==> src/rtl/bus_select_arbiter.sv <==
// rtl/bus_select_arbiter.sv - registered bus-drive arbiter producing one-hot grant and binary mux select
//
// Ports:
//   clk          in   rising-edge clock
//   clr          in   asynchronous active-low reset
//   req          in   N drive requests, bit i = source i wants the bus
//   rr_en        in   1 = round-robin arbitration, 0 = fixed priority (lowest index wins)
//   lock         in   hold the current owner while its request stays asserted
//   cnt_clr      in   synchronous clear of conflict_cnt
//   select       out  binary index of the granted source, DEFAULT_SEL when idle
//   grant        out  one-hot grant, all-zero when idle
//   valid        out  a source is granted
//   conflict     out  previous cycle had two or more requests
//   conflict_cnt out  saturating count of conflict cycles

module bus_select_arbiter #(
  parameter int N           = 24,
  parameter int SEL_W       = 6,
  parameter int DEFAULT_SEL = 31,
  parameter int CNT_W       = 8
) (
  input  logic             clk,
  input  logic             clr,
  input  logic [N-1:0]     req,
  input  logic             rr_en,
  input  logic             lock,
  input  logic             cnt_clr,
  output logic [SEL_W-1:0] select,
  output logic [N-1:0]     grant,
  output logic             valid,
  output logic             conflict,
  output logic [CNT_W-1:0] conflict_cnt
);

  localparam int PTR_W = (N > 1) ? $clog2(N) : 1;
  localparam logic [N-1:0]     ONE_N = {{(N-1){1'b0}}, 1'b1};
  localparam logic [CNT_W-1:0] ONE_C = {{(CNT_W-1){1'b0}}, 1'b1};

  typedef enum logic [1:0] {
    IDLE  = 2'd0,
    GRANT = 2'd1,
    HOLD  = 2'd2
  } state_t;

  state_t           state, state_d;
  logic [PTR_W-1:0] ptr, ptr_d;
  logic [SEL_W-1:0] owner_d, select_d, win_idx;
  logic [N-1:0]     grant_d;
  logic [CNT_W-1:0] cnt_d;
  logic             take_win, owner_req, multi, any_req;

  logic [2*N-1:0]   req_dbl;
  logic [N-1:0]     req_rot, scan;
  logic             win_found;
  int               win_pos;

  assign any_req   = |req;
  // The registered grant is one-hot on the current owner, so this picks req[owner].
  assign owner_req = |(req & grant);
  // Clearing the lowest set bit leaves something only if two or more bits were set.
  assign multi     = |(req & (req - ONE_N));
  assign valid     = (state != IDLE);

  // Arbiter: rotate the request vector so the round-robin pointer sits at bit 0,
  // take the lowest set bit, then rotate the position back. Fixed priority is
  // the same search with no rotation.
  always_comb begin
    req_dbl   = {req, req} >> (rr_en ? ptr : '0);
    req_rot   = req_dbl[N-1:0];
    win_found = 1'b0;
    win_pos   = 0;
    scan      = '0;
    for (int k = 0; k < N; k++) begin
      scan = req_rot >> k;
      if (!win_found && scan[0]) begin
        win_found = 1'b1;
        win_pos   = k;
      end
    end
    if (rr_en) win_pos = win_pos + int'(ptr);
    if (win_pos >= N) win_pos = win_pos - N;
    win_idx = SEL_W'(win_pos);
  end

  // Next-state logic. take_win marks a fresh arbitration; only those move the
  // owner and advance the round-robin pointer.
  always_comb begin
    state_d  = state;
    take_win = 1'b0;
    case (state)
      IDLE: begin
        if (any_req) begin
          take_win = 1'b1;
          state_d  = lock ? HOLD : GRANT;
        end
      end
      GRANT: begin
        if (!any_req) begin
          state_d = IDLE;
        end else if (lock && owner_req) begin
          state_d = HOLD;
        end else begin
          take_win = 1'b1;
          state_d  = GRANT;
        end
      end
      HOLD: begin
        if (lock && owner_req) begin
          state_d = HOLD;
        end else if (any_req) begin
          take_win = 1'b1;
          state_d  = GRANT;
        end else begin
          state_d = IDLE;
        end
      end
      default: state_d = IDLE;
    endcase

    owner_d = select;
    if (take_win) owner_d = win_idx;

    ptr_d = ptr;
    if (take_win && rr_en) ptr_d = (win_pos == N - 1) ? '0 : PTR_W'(win_pos + 1);
  end

  // Output logic: values presented after the next edge.
  always_comb begin
    if (state_d == IDLE) begin
      grant_d  = '0;
      select_d = SEL_W'(DEFAULT_SEL);
    end else begin
      grant_d  = ONE_N << owner_d;
      select_d = owner_d;
    end

    cnt_d = conflict_cnt;
    if (cnt_clr) begin
      cnt_d = '0;
    end else if (multi && (conflict_cnt != {CNT_W{1'b1}})) begin
      cnt_d = conflict_cnt + ONE_C;
    end
  end

  always_ff @(posedge clk or negedge clr) begin
    if (!clr) begin
      state        <= IDLE;
      ptr          <= '0;
      select       <= SEL_W'(DEFAULT_SEL);
      grant        <= '0;
      conflict     <= 1'b0;
      conflict_cnt <= '0;
    end else begin
      state        <= state_d;
      ptr          <= ptr_d;
      select       <= select_d;
      grant        <= grant_d;
      conflict     <= multi;
      conflict_cnt <= cnt_d;
    end
  end

endmodule

==> config.mk <==
export PLATFORM = sky130hd
export DESIGN_NAME = bus_select_arbiter
export DESIGN_NICKNAME = d
export VERILOG_FILES = /design/src/rtl/bus_select_arbiter.sv
export SDC_FILE = /design/constraint.sdc
export NUM_CORES = 1
export LEC_CHECK = 0
export ABC_CLOCK_PERIOD_IN_PS = 5400
export CAP_MARGIN = 15
export CORE_MARGIN = 2
export CORE_UTILIZATION = 45
export DETAILED_ROUTE_END_ITERATION = 6
export GPL_TIMING_DRIVEN = 0
export PLACE_DENSITY = 0.7
export RECOVER_POWER = 50
export SLEW_MARGIN = 25
export SYNTH_ARGS = -nofsm -noshare
export SYNTH_HDL_FRONTEND = slang
export SYNTH_SLANG_ARGS = --single-unit
==> constraint.sdc <==
create_clock -name clk -period 5.4 [get_ports clk]
set_clock_uncertainty 0.05 [all_clocks]
set_input_delay 0.81 -clock clk [delete_from_list [all_inputs] [get_ports clk]]
set_output_delay 0.81 -clock clk [all_outputs]
set_load 0.05 [all_outputs]
==> results.json <==
{
  "clockRootBuffer": "clkbuf_16",
  "pin_count": 69,
  "dr.pass1.iters": 7,
  "p_leak_nw": 3.17,
  "holdBufCountCts": 0,
  "violations": "negative setup slack",
  "critPathKind": "reg2reg",
  "synth_edf_count": 0,
  "end_kind": "register",
  "synthCells": 685,
  "core_um2": 11500,
  "vdd_drop_max_v": 0.000657,
  "initial_utilization_pct": 46.5,
  "cts.sinks": 46,
  "hp-class": "reg2reg",
  "max_freq_mhz": 182,
  "rsz0062_at_grt": "true",
  "critPathMaxStageDelay_ns": 0.39,
  "rows": 39,
  "cts_tree": "built",
  "clk_latency_ns": 0.28,
  "drc": 0,
  "syn_area_um2": 5330,
  "crit_top_cell": "inv_2",
  "clk_path_buf_depth": 2,
  "worst-path-buf-inv": 9,
  "dieArea_um2": 12700,
  "grt_pass1_vias": 6239,
  "yosysTopAreaCellShare_pct": 19.2,
  "worstSetupStartpointType": "register",
  "synthToLayoutAreaGrowth_pct": 45.0,
  "vias": 6523,
  "max_cap_viol_count": 0,
  "grt-ovfl-total": 0,
  "yosysUniqueCellTypes": 84,
  "crit_fanout": 8,
  "tightest_slew_ns": 1.38,
  "slowest_stage": "a2111o_1",
  "avgViaCountPerCell": 6.84,
  "ys.flop_type": "dfrtp_1",
  "layout_setup_ws_ns": -0.102,
  "seq_area_frac_synth_pct": 21.7,
  "post-route-min-period_ns": 5.50,
  "p_per_area_nw_per_um2": 593,
  "diodes": 0,
  "yosysMostFrequentCell": "nor2_1",
  "period_share_pct": 102,
  "total_power_mw": 4.59,
  "hold_viol_final": 0,
  "async_flop_share_pct": 100,
  "synth_common_cells": "nor2_1 (70), nand2_1 (52), dfrtp_1 (41)",
  "cts_buffers": 5,
  "place_congestion": 1.02,
  "grt_use_total_pct": 34.9,
  "synth_nets": 724,
  "status": "finished with violations",
  "grt_pass1_wl_mm": 35.1,
  "setup_viol": 25,
  "fin_cells": 954,
  "ys_ff_latch": 46,
  "syn_area_per_cell_um2": 7.78,
  "numPlacedInstances": 878,
  "portBuffers": 49,
  "grt_antenna_before_repair": 0,
  "drive_gt1_share_pct": 36.6,
  "drtAntennaViolNets": 0,
  "routedWlPerCell_um": 24.4,
  "routed_wl_mm": 23.3,
  "synth.top_cells.by_area": "dfrtp_1 (19%), a22oi_1 (5.5%), mux2i_1 (5.4%), nor2_1 (4.9%), nand2_1 (3.7%)",
  "crit_family": "compound AO/OA/AOI/OAI gates",
  "cp_data_arrival_time_ns": 5.63,
  "fp.dieW_um": 113,
  "synth.largest_area_cell": "dfrtp_1",
  "drtIter0Drc": 1014,
  "dpl.hpwl_mm": 16.3,
  "slew_violations": 0,
  "clkSlewWorstSetupHoldPaths_ns": 0.06,
  "relSlewSlack_pct": 8.13,
  "ys_warn_count": 0,
  "die_y_um": 113,
  "worstPathRequired_ns": 5.52,
  "htree_num_levels": 2,
  "layout.nets": 849,
  "grt_max_degree": 27
}
worst register-to-register path: cells and delay by family, from the launching register on:
family / cells / cell delay, ns
compound gates: 7 / 1.28
simple gates: 7 / 1.08
buf+inv: 9 / 0.97
fa+ha+maj: 4 / 0.95
mux: 2 / 0.53
flops: 1 / 0.37
xor+xnor: 1 / 0.15
worst paths after layout:
kind / start / end / slack (ns) / cells after the start
worst max register to register: ptr[0]$_DFFE_PN0P_ / grant[16]$_DFF_PN0_ / -0.10 / 30
worst min register to register: select[3]$_DFF_PN1_ / select[3]$_DFF_PN1_ / 0.50 / 2
worst min-delay path: select[3]$_DFF_PN1_ / select[3]$_DFF_PN1_ / 0.50 / 2
max in group asynchronous: clr / grant[18]$_DFF_PN0_ / 2.81 / 2
min in group asynchronous: clr / conflict_cnt[3]$_DFFE_PN0P_ / 0.67 / 1
worst max-delay path: ptr[0]$_DFFE_PN0P_ / grant[16]$_DFF_PN0_ / -0.10 / 30
repair_timing:
item,4_1_cts,5_1_grt
setup buffers,54,15
setup endpoints to repair,30,29
pin swaps,43,51
gates cloned,2,0
resized for setup,162,70
registers in the layout, indices dropped and copies added (netlist names):
signal	flops
conflict	1
conflict_cnt	8
grant	24
ptr	5
select	6
state	2
cells by family after synthesis:
group | after synthesis | synth area share [%]
and+or+nand+nor | 287 | 29.4
AOI/OAI and AO/OA | 213 | 29.1
buffers and inverters | 77 | 7.11
DFF | 46 | 21.7
muxes | 37 | 7.61
adders and majority gates | 14 | 3.24
xor gates and xnor gates | 11 | 1.81
stage by stage:
stage	util [%]	TNS (ns)	worst slack, ns	hold slack, ns	instance area, µm²
floorplan	-	0	0.00325	0.464	5440
global placement	53.3	-34.01	-1.35	0.463	6110
detailed placement	53.5	-37.37	-1.48	0.471	6130
CTS	64.0	-0.324	-0.0546	0.459	7340
global route	67.4	-5.25	-0.235	0.519	7730
finish	67.4	-1.47	-0.102	0.505	7730
layout make-up:
cell class	count	area, µm²
Timing Repair Buffer	121	1070
Multi-Input combinational cell	562	4610
Tap cell	143	179
Buffer	53	455
Sequential cell	46	1160
Clock inverter	2	37.5
Inverter	21	86.3
Clock buffer	6	129
Fill cell	936	3740
routing by layer:
metal	part of all wire (%)	global-route usage, %
met3	9.6	5.46
met5	0	0
met4	4.6	14.2
met2	47	56.2
met1	39	47.0
cells in the final DEF, fill, tap and decap left out, types with 11 or more instances in the layout:
cell / netlist / routed
buf_4: 6 / 66
nor2_1: 70 / 62
nand2_1: 52 / 48
dfrtp_1: 41 / 40
clkdlybuf4s50_1: 0 / 35
a22oi_1: 39 / 31
a21oi_1: 29 / 22
o21ai_0: 29 / 21
nand4_1: 19 / 19
and3b_1: 20 / 18
clkbuf_2: 0 / 17
buf_6: 6 / 15
mux2i_2: 1 / 14
inv_1: 20 / 14
nor3_1: 23 / 13
nand3_1: 17 / 12
o22ai_1: 14 / 12
o21ai_1: 6 / 11
power by group:
group          switching [mW]  internal, mW
clock network           0.124         0.218
registers              0.0921         0.437
logic                    2.15          1.56
total                    2.37          2.22
Note: power is estimated with default switching activity, not from simulation.
